==> src/rtl/slot_allocator.sv <==
// Slot allocator: zero-latency grant of a free slot (lowest or highest first),
// with per-slot data storage, multi-slot release, occupancy count and sticky error.

`ifndef Disable
`define Disable 1'b0
`endif
`ifndef Enable
`define Enable 1'b1
`endif

module slot_allocator #(
    parameter int unsigned DATA  = 8,
    parameter int unsigned ENTRY = 8,
    parameter bit          MSB   = `Disable
) (
    input  logic                        clk,
    input  logic                        reset_,
    input  logic                        req,
    input  logic [DATA-1:0]             wdata,
    output logic                        ack,
    output logic [$clog2(ENTRY)-1:0]    idx,
    output logic [ENTRY-1:0]            pos,
    input  logic [ENTRY-1:0]            rel,
    output logic [ENTRY-1:0]            busy,
    output logic [ENTRY-1:0][DATA-1:0]  data,
    output logic [$clog2(ENTRY+1)-1:0]  count,
    output logic                        full,
    output logic                        empty,
    output logic                        err
);

    localparam int unsigned IDX = $clog2(ENTRY);
    localparam int unsigned CNT = $clog2(ENTRY + 1);

    logic [ENTRY-1:0]           r_busy;
    logic [ENTRY-1:0][DATA-1:0] r_data;
    logic [CNT-1:0]             r_count;
    logic                       r_err;

    logic [IDX-1:0]   w_free_idx;
    logic             w_full;
    logic             w_ack;
    logic [IDX-1:0]   w_idx;
    logic [ENTRY-1:0] w_pos;
    logic [ENTRY-1:0] w_rel_valid;
    logic [CNT-1:0]   w_rel_cnt;
    logic             w_rel_bad;

    assign w_full = (r_count == CNT'(ENTRY));

    // Priority search over free slots; only the registered busy is used, so a
    // release never frees a slot for the same cycle.
    always_comb begin
        w_free_idx = '0;
        if (MSB) begin
            for (int i = 0; i < ENTRY; i++) begin
                if (!r_busy[i]) w_free_idx = IDX'(i);
            end
        end else begin
            for (int i = ENTRY - 1; i >= 0; i--) begin
                if (!r_busy[i]) w_free_idx = IDX'(i);
            end
        end
    end

    // Grant outputs are forced to zero whenever no grant is made.
    always_comb begin
        w_ack = req && !w_full;
        w_idx = '0;
        w_pos = '0;
        if (w_ack) begin
            w_idx = w_free_idx;
            w_pos = ENTRY'(1) << w_free_idx;
        end
    end

    // Only releases of occupied slots count; releases of free slots flag an error.
    always_comb begin
        w_rel_valid = rel & r_busy;
        w_rel_bad   = |(rel & ~r_busy);
        w_rel_cnt   = '0;
        for (int i = 0; i < ENTRY; i++) begin
            w_rel_cnt = w_rel_cnt + CNT'(w_rel_valid[i]);
        end
    end

    // Occupancy, count and sticky error; grant and release apply on the same edge.
    always_ff @(posedge clk or negedge reset_) begin
        if (!reset_) begin
            r_busy  <= '0;
            r_count <= '0;
            r_err   <= 1'b0;
        end else begin
            r_busy  <= (r_busy & ~w_rel_valid) | w_pos;
            r_count <= r_count + CNT'(w_ack) - w_rel_cnt;
            if (w_rel_bad) r_err <= 1'b1;
        end
    end

    // Slot contents load on grant and are kept across release.
    always_ff @(posedge clk or negedge reset_) begin
        if (!reset_) begin
            r_data <= '0;
        end else begin
            for (int i = 0; i < ENTRY; i++) begin
                if (w_pos[i]) r_data[i] <= wdata;
            end
        end
    end

    assign ack   = w_ack;
    assign idx   = w_idx;
    assign pos   = w_pos;
    assign busy  = r_busy;
    assign data  = r_data;
    assign count = r_count;
    assign full  = w_full;
    assign empty = (r_count == '0);
    assign err   = r_err;

endmodule

==> config.mk <==
export PLATFORM = sky130hd
export DESIGN_NAME = slot_allocator
export DESIGN_NICKNAME = d
export VERILOG_FILES = /design/src/rtl/slot_allocator.sv
export SDC_FILE = /design/constraint.sdc
export NUM_CORES = 1
export LEC_CHECK = 0
export CORE_MARGIN = 2
export CORE_UTILIZATION = 42
export CTS_CLUSTER_DIAMETER = 60
export DETAILED_ROUTE_END_ITERATION = 10
export GPL_TIMING_DRIVEN = 0
export HOLD_SLACK_MARGIN = 0.1
export PLACE_DENSITY = 0.85
export SKIP_CTS_REPAIR_TIMING = 1
export SYNTH_ARGS = -nofsm -noshare
export SYNTH_HDL_FRONTEND = slang
export SYNTH_SLANG_ARGS = --single-unit
==> constraint.sdc <==
create_clock -name clk -period 3.7 [get_ports clk]
set_input_delay 0.37 -clock clk [delete_from_list [all_inputs] [get_ports clk]]
set_output_delay 0.37 -clock clk [all_outputs]
set_load 0.03 [all_outputs]
# ---- Word-level counts from Yosys, hierarchy flattened
# Index checks and enable logic that the tools add are counted.
dict set report classes {
  n_reduce_logical 4
  mux 10
  n_eq_ne 1
  shift 1
  bitwise_logic 6
  n_addsub 9
}
# op count
set op_table {}
lappend op_table {{$mux W3} 9}
lappend op_table {{$and A8 B8 Y8} 3}
lappend op_table {{$add A4 B1 Y4} 5}
lappend op_table {{$not A8 Y8} 2}
lappend op_table {{$mux W8} 1}
lappend op_table {{$or A8 B8 Y8} 1}
lappend op_table {{$reduce_or A8 Y1} 1}
lappend op_table {{$shl A1 B3 Y8 const A} 1}
lappend op_table {{$add A3 B1 Y4} 1}
lappend op_table {{$eq A4 B4 Y1 const B} 1}
lappend op_table {{$logic_not A4 Y1} 1}
lappend op_table {{$sub A4 B4 Y4} 1}
lappend op_table {{$add A2 B1 Y3} 1}
lappend op_table {{$add A1 B1 Y2} 1}
lappend op_table {{$logic_and A1 B1 Y1} 1}
lappend op_table {{$logic_not A1 Y1} 1}
dict set report word_totals {
  in_bits 19
  ff_bits 77
  wordCells 42
  out_inout_bits 91
}

# ---- Longest topological paths before layout
dict set report logic_depth {
  word_depth 11
  mapped_depth 12
  mapped_depth_nobuf 12
}

# ---- Worst setup path before layout
# No wires, ideal clock.
dict set report synth_path {
  path_kind {register to register}
  start {register r_count[0] (netlist: count[0])}
  end {register r_count[3] (netlist: count[3])}
  setup_time_ps 125
  synth_period_minus_slack_ps 3574
  n_path_buf 0
  slack_ps 126
  t_arrival_ps 3450
  t_required_ps 3575
  path_stages_with_launch 12
  cell_sequence {dfrtp_1 > nor3_1 > a21bo_4 > fa_1 > fa_1 > fa_1 > fa_1 > inv_1 > ha_1 > ha_1 > xor2_1 > xnor2_1}
}
dict set report synth_via {
  elab_chain_len 5
}
# element line_no
set synth_lines {}
lappend synth_lines {{start, declared} 37} ;# logic [CNT-1:0] r_count;
lappend synth_lines {{start signal, assigned} 95} ;# r_count <= r_count + CNT'(w_ack) - w_rel_cnt;
lappend synth_lines {{$eq A4 B4 Y1} 49} ;# assign w_full = (r_count == CNT'(ENTRY));
lappend synth_lines {{$logic_not A1 Y1} 68} ;# w_ack = req && !w_full;
lappend synth_lines {{$logic_and A1 B1 Y1} 68}
lappend synth_lines {{$add A4 B1 Y4 *} 95}
lappend synth_lines {{$sub A4 B4 Y4 *} 95}
# Mark *: on every way between the ends. The rest lies on a longest branch, timed or not.
# A chain may end at the register's enable or synchronous reset.

# ---- Worst setup path after layout
dict set report layout_path {
  start {register r_count[1] (netlist: count[1])}
  end {register r_count[3] (netlist: count[3])}
}
# Same word-level chain as after synthesis.

==> impl_results.md <==
- CTS Root Cell: clkbuf_8
- Max_slew headroom: 0.609
- Syn nets: roughly 270
- Leakage: about 2.2 nW
- Clk sinks: between 70 and 80
- Crit path DAT: 3.70 ns
- Clock Path Buffers: 2
- Async S/R FF share, synth: 1.00
- TNS Setup: 0 ns
- Hold crit path type: reg -> reg
- Critical R2R Launch: count[1]
- Most used routing layer in global routing: met2
- Setup crit start kind: flip-flop
- Final Wtd Congestion: between 0.8 and 0.9
- CP startpoint: count[1]
- Final setup vio count: 0
- Reg clk slew, reported paths: ~0.080 ns
- Die area: approximately 8800 sq um
- Cell count after synthesis: around 240
- RSZ-0062 raised after global routing: no
- Hpwl dp: approximately 5.8 mm
- Fin crit share: 0.937
- Critical path type: reg -> reg
- Layout area overhead: 42.1%
- Sequential-to-total area share from yosys stat: 0.570
- Final instance area: 4800 sq um
- Gr usage total: 0.197
- Status: completed
- Die Ht: 93.7 um
- H-tree depth: 3
- Top cells by area, synth: dfrtp_1 57%, mux2_2 18%, fa_1 3.6%, mux2_4 3.6%, ha_1 2.6%
- R2r setup slk: 0.23 ns
- Crit path capture: count[3]
- Global route overflow: 0
- Hold WS: 0.502 ns
- Vias: around 2300
- Worst-Margin Slew: between 0.5 and 0.6 ns
- DRC: 0
- Unique cell type count in the Yosys netlist: 40
- Critical Path RT: 3.93 ns
- CTS tree: yes
- Max_cap viols: 0
- Place WS: -0.171 ns
- Fin crit period: approximately 3.5 ns
- R2R cell count: 11
- Slew Viols, Final: 0
- CTS Buf Count: 9
- GRT met1 Usage: 0.263
- Initial DRC Count: between 70 and 80
- Post-Synthesis Cell Area: ~3400 sq um
- Peak fanout along the critical path: 5
- Clk_lat worst skew: 0.34 ns
- I/O Buffers: between 100 and 150
- Global-route wire length before repair: ~13 mm
- Met3 Use GR: 0.0626
- IO Count: 110
- Met2 Usage GRT: 0.300
- Mean Syn Cell Area: approximately 14 sq um
- Share of layout cells above drive strength 1: 0.254
- Power per cell area: 676 nW/um^2
- ANT nets after route: 0
- Antenna violations before repair: 0
- Critical Path Sink Type: flip-flop
- Fin util: 0.618
- Placed Area: around 4600 sq um
- Drt via density: ~5.0
- Warning count from the yosys run: 0
- PnR worst setup slack: ~0.23 ns
- Peak supply drop: 397 uV
- Inserted Diodes: 0
- WL final: slightly above 8 mm
- Detailed Routing Iterations Pass 1: 4
- R2r endpoint: count[3]
- Core area: approximately 7800 sq um
- Achievable frequency: 0.288 GHz
- Yosys reg bits: just under 80
- Largest net degree at the start of global routing: 43
- Vias in the first global route: about 2400
- Routed wire per std cell: 17.8 um
- Row count: 32
- Die Width: 93.7 um
- Hold Violations, Final: 0
- Yosys top cell area share: 0.570
- Clock Skews: approximately 0.0087 ns
- Largest area contributor in the netlist: dfrtp_1
- Layout Nets: just under 400
- Initial Util: 0.435
- Number of enable flip-flop cells after synthesis: 0
- Main synth FF type: dfrtp_1
==> layout by cell type (no fill, tap or decap), types with 2 or more instances in the layout <==
cell type / instances
clkdlybuf4s50_1: 108
dfrtp_1: 77
mux2_2: 53
inv_1: 22
nand2_1: 10
clkbuf_8: 10
mux2_4: 8
ha_1: 7
and2_1: 6
o21ai_0: 6
fa_1: 5
clkinv_2: 3
nor2_1: 3
mux2_1: 3
clkbuf_1: 3
nor3_1: 2
xnor2_1: 2
a21oi_1: 2
nand3_2: 2
nand3_1: 2
buf_4: 2
==> metal layers <==
metal / share of wire / up-vias
met5: 0 / -
met4: 0.021 / 0
met3: 0.073 / 18
met2: 0.46 / 90
met1: 0.44 / 1158
li1: - / 1065
==> metrics by stage <==
stage                     instances  power [mW]
after floorplan                 235        2.07
final                           464        3.24
after global routing            464        3.43
after CTS                       462        3.27
after detailed placement        447        2.72
after global placement          446        2.67
==> worst max-delay path, stage by stage, from the launching register on <==
cell,delay (ns)
dfrtp_1,0.40
nor3_1,0.09
a21bo_4,0.25
fa_1,0.44
fa_1,0.47
fa_2,0.36
fa_1,0.51
inv_1,0.04
ha_1,0.29
ha_1,0.23
xor2_2,0.16
xnor2_1,0.13
==> flip-flops by register name, indices dropped and copies added (netlist names) <==
register  flops
busy          8
count         4
data         64
err           1
==> how the worst min path moves through the flow <==
stage             start        to  slack [ns]  cells after the start
2_1_floorplan    reset_   busy[0]        0.07                      0
4_1_cts          reset_   data[5]       -0.02                      1
3_5_place_dp     reset_   data[5]        0.36                      1
6_report        data[3]   data[3]        0.50                      1
5_1_grt        data[16]  data[16]        0.52                      1
3_3_place_gp    data[2]   data[2]        0.47                      1
==> synth_stat cells, drive strengths merged, types with 2 or more instances <==
library cell,instances
dfrtp,77
buf,2
a21oi,2
and2,6
xnor2,2
mux2,64
ha,7
nor2,3
nand4,2
nand2,10
o21ai,8
fa,6
inv,23
nor3,3
nand3,4
==> final cells by class <==
type                       count  area, sq um
fill                         606         2970
multi-input combinational    132         1360
sequential                    77         1930
clock inverter                 2         10.0
clock buffer                  13          149
buffer                         2         16.3
inverter                      24         91.3
timing repair buffer         112         1130
tap                          102          128
==> where the power goes <==
group / switching [mW] / internal (mW) / leakage, nW / total [mW]
Clock: 0.285 / 0.257 / 0.0833 / 0.542
Combinational: 0.838 / 0.673 / 1.14 / 1.51
Sequential: 0.141 / 1.05 / 1.00 / 1.19
Total: 1.26 / 1.98 / 2.23 / 3.24
==> cell families (layout without fill, tap and decap cells) <==
logic type	after synthesis	count (layout)	synth area share
adders and majority gates	13	13	0.0615
DFF	77	77	0.570
xor gates and xnor gates	3	3	0.00778
muxes	64	64	0.222
buffers and inverters	26	153	0.0318
AOI/OAI and AO/OA	19	19	0.0418
and+or+nand+nor	33	33	0.0648
No activity file was read; power rests on OpenSTA's default activity.
==> variant 1 (config.mk and constraints unchanged) <==
Set the parameter `DATA` to 7 (it was 8).
--- a/src/rtl/slot_allocator.sv
+++ b/src/rtl/slot_allocator.sv
@@ -9,7 +9,7 @@
 `endif
 
 module slot_allocator #(
-    parameter int unsigned DATA  = 8,
+    parameter int unsigned DATA  = 7,
     parameter int unsigned ENTRY = 8,
     parameter bit          MSB   = `Disable
 ) (
Ports: changed (resized data and wdata); port bits go from 110 to 101. The function was not compared with the original's and may differ.
==> variant 1 against the unedited design <==
- die area down 8.9%
- wire length is 10% lower
- critical path type is now in2reg
- final area shrank 8.0%
- worst hold slack worse by 0.38 ns
- largest power group unchanged
- count of clock-buffer cells in the layout decreased by 3
- area after synthesis down 9.3%
- power shrank 2.5%
- first-iteration DRC count down 31%
- final cell count is 6.7% lower
- critical endpoint unchanged
- sequential share of layout area down 1.1 points
- critical path depth is the same
- setup slack lost 0.091 ns
- sequential cell count decreased by 8
==> variant 1: results (changes against the unedited design) <==
[outcome]
outcome = finished clean

[sta]
skew_ns = 0.0122  ; +0.00349 ns
slew_headroom_pct = 42.8  ; -18 points

[route]
ant_nets = 0  ; unchanged
vias_per_cell = 5.00  ; -0.43%
drt_iter0_drc = 49  ; -31%
routed_wl_mm = 7.41  ; -10%

[synth]
synthTopCellsByCount = dfrtp_1 (69), mux2_2 (54), inv_1 (24)
async_flop_share_pct = 100  ; unchanged
synth_seq_area_share_pct = 56.3  ; -0.69 points
syn-num-nets = 249  ; -6.7%
synthDistinctLibCells = 37  ; -7.5%
synth.area.top_cells = dfrtp_1 (56%), mux2_2 (20%), fa_1 (3.9%)

[cells_and_area]
antenna_cells = 0  ; unchanged
layout-drive-gt1-share_pct = 26.6  ; +1.2 points
largest_reg_flops = 56  ; -13%
n_fill_cell = 570  ; -5.9%
final_nets = 360  ; -7.7%

[placement]
gp_congestion = 0.863  ; -0.21%
port_buffers = 100  ; -8.3%
pre_cts_slack_ns = -0.233  ; -0.0618 ns
dpl.hpwl_mm = 5.25  ; -9.2%

[setup_path]
worstPathArrival_ns = 3.82  ; +0.12 ns
crit_fanout = 5  ; unchanged

[clock_tree]
clk_pin_slew_ns = 0.07
clock-root-buffer = clkbuf_8
htreeDepth = 3  ; unchanged
clockBufferDepth = 2  ; unchanged
clock_latency_ns = 0.34  ; about the same

[global_route]
grt_max_degree = 70  ; +63%
grt_pass1_vias = 2258  ; -6.6%
grt_usage_pct = 19.9  ; +0.26 points
grt_pass1_wl_mm = 11.5  ; -11%
antenna_found_initial = 0  ; unchanged

[power]
leakagePower_nw = 2.04  ; -8.6%
peakVddDrop_uv = 479  ; +21%

[worst_hold_path]
hold_path_class = in2async

-- variant 1: cells by family after synthesis --
group | share of synthesized area [%]
and+or+nand+nor | 7.35
AOI/OAI and AO/OA | 4.82
buffers and inverters | 3.31
xor gates and xnor gates | 0.857
DFF | 56.3
muxes | 20.6
adders and majority gates | 6.78
-- variant 1: worst max-delay path, stage by stage --
cell and delay, ns:
clkdlybuf4s50_1 0.45, a21bo_2 0.29, fa_1 0.46, fa_1 0.46, fa_1 0.41, fa_1 0.51, inv_1 0.04, ha_1 0.28
ha_1 0.21, xor2_1 0.20, xnor2_1 0.14
-- variant 1: path summary, 6_finish.rpt --
check / slack, ns / cells past startpoint / to / from
max: 0.14 / 11 / count[3] / req
min: 0.12 / 1 / busy[3] / reset_
max reg2reg: 0.15 / 11 / count[3] / count[0]
min reg2reg: 0.47 / 2 / err / err
max in group asynchronous: 2.99 / 1 / count[1] / reset_
min in group clk: 0.47 / 2 / err / err
-- variant 1: metrics by stage --
step / std cells / area (um^2)
floorplan: 218 / 3070
global placement: 417 / 4190
detailed placement: 417 / 4190
CTS: 433 / 4420
global route: 433 / 4420
finish: 433 / 4420
-- variant 1: layer usage --
metal	vias to the layer above	global-route usage, %	wire length (um)
li1	979	-	-
met1	1101	23.8	2970
met2	72	33.6	3830
met3	14	6.56	462
met4	0	7.33	149
met5	-	0	0
-- variant 1: where the power goes --
group          leakage [nW]  internal (mW)  total [mW]  switching, mW
Clock                 0.113          0.402       0.695          0.293
Combinational          1.03          0.621        1.40          0.779
Sequential            0.898          0.942        1.07          0.125
Total                  2.04           1.97        3.16           1.20
-- variant 1: cell type report --
class	instances	area, um^2	share of cell area (%)
sequential	69	1730	39.1
multi-input combinational	124	1240	28.0
timing repair buffer	100	998	22.6
clock buffer	10	138	3.11
clock inverter	6	93.8	2.12
inverter	24	90.1	2.04
buffer	1	11.3	0.255
tap	99	124	2.80
==> variant 2 (same settings) <==
Made on the original files. Register the output `err` once more, without a reset; this adds one clock of latency there. The other outputs are not delayed to match.
--- a/src/rtl/slot_allocator.sv
+++ b/src/rtl/slot_allocator.sv
@@ -116,7 +116,9 @@
     assign count = r_count;
     assign full  = w_full;
     assign empty = (r_count == '0);
-    assign err   = r_err;
+    always_ff @(posedge clk) begin
+        err <= r_err;
+    end
 
 endmodule
 
Function: changed (Yosys sat finds a counterexample within 4 cycles, from zero or initial values and one cycle with reset_ low).
==> variant 2 against the unedited design <==
- power increased by 1.5%
- setup slack got worse by 0.041 ns
- area after synthesis increased by 0.59%
- clock power is 9.2% higher
- wire length is 0.41% higher
- final area is 0.55% higher
- utilization up 0.34 points
- critical path depth is the same
- sequential cell count up 1
- first-iteration DRC count decreased by 7.0%
- critical path type unchanged
- highest routed layer unchanged
==> variant 2: results (changes against the unedited design) <==
[outcome]
outcome = finished clean

[synth]
synth_seq_area_share_pct = 57.3  ; +0.25 points
synthDistinctLibCells = 41  ; +2.5%
synth.area.top_cells = dfrtp_1 (57%), mux2_2 (18%), fa_1 (3.5%)
async_flop_share_pct = 98.7  ; -1.3 points
synthCells = 236  ; +0.43%
syn-num-nets = 268  ; +0.37%

[setup_path]
reg2reg_from = count[0]

[power]
p_per_area_nw_per_um2 = 682  ; +0.91%
internal_power_mw = 1.99  ; +0.48%
peakVddDrop_uv = 382  ; -3.7%
leakagePower_nw = 2.24  ; +0.30%

[placement]
dpl.hpwl_mm = 5.91  ; +2.1%
pre_cts_slack_ns = -0.170  ; +0.00134 ns
gp_congestion = 0.868  ; +0.36%
dpl-instance-area_um2 = 4640  ; +0.43%

[global_route]
use_met1_pct = 24.9  ; -1.3 points
grt_usage_pct = 20.2  ; +0.52 points
grt_pass1_vias = 2553  ; +5.6%
grt_max_degree = 40  ; -7.0%

[cells_and_area]
stdcell_count = 465  ; +0.22%
layout-drive-gt1-share_pct = 25.6  ; +0.21 points
n_fill_cell = 630  ; +4.0%

[worst_hold_path]
whs_endpoint = err
min_path_cells = 0  ; -1

[route]
detail_route.wl_per_cell_um = 17.8  ; +0.20%
vias_per_cell = 5.06  ; +0.68%
met3WireLength_um = 636  ; +6.2%

[sta]
slew_headroom_pct = 61.6  ; +0.70 points
skew_ns = 0.0103  ; +0.00162 ns
setup_ws_ns = 0.192  ; -0.0407 ns

==> variant 2: cell count changes after synthesis <==
| cell | before | now |
|---|---|---|
| dfxtp_1 | 0 | 1 |
==> variant 2: logic make-up after synthesis <==
logic type	share of synthesized area, %
adders and majority gates	6.11
DFF	57.3
and+or+nand+nor	6.44
AOI/OAI and AO/OA	4.16
buffers and inverters	3.16
xor gates and xnor gates	0.773
muxes	22.1
==> variant 2: final cells by class <==
class,count,share of cell area (%)
inverters,24,1.89
well taps,102,2.64
plain buffers,2,0.337
repair buffers,111,23.2
flip-flops and latches,78,40.3
multi-input cells,132,27.9
clock inverters,6,0.933
clock buffers,10,2.85
==> variant 2: power by group through the flow <==
stage	Sequential [mW]	Combinational, mW	Clock, mW
after floorplan	1.60	0.478	0
after global placement	1.20	1.47	0
after detailed placement	1.22	1.52	0
after CTS	1.20	1.52	0.606
after global routing	1.23	1.61	0.645
final	1.20	1.50	0.592
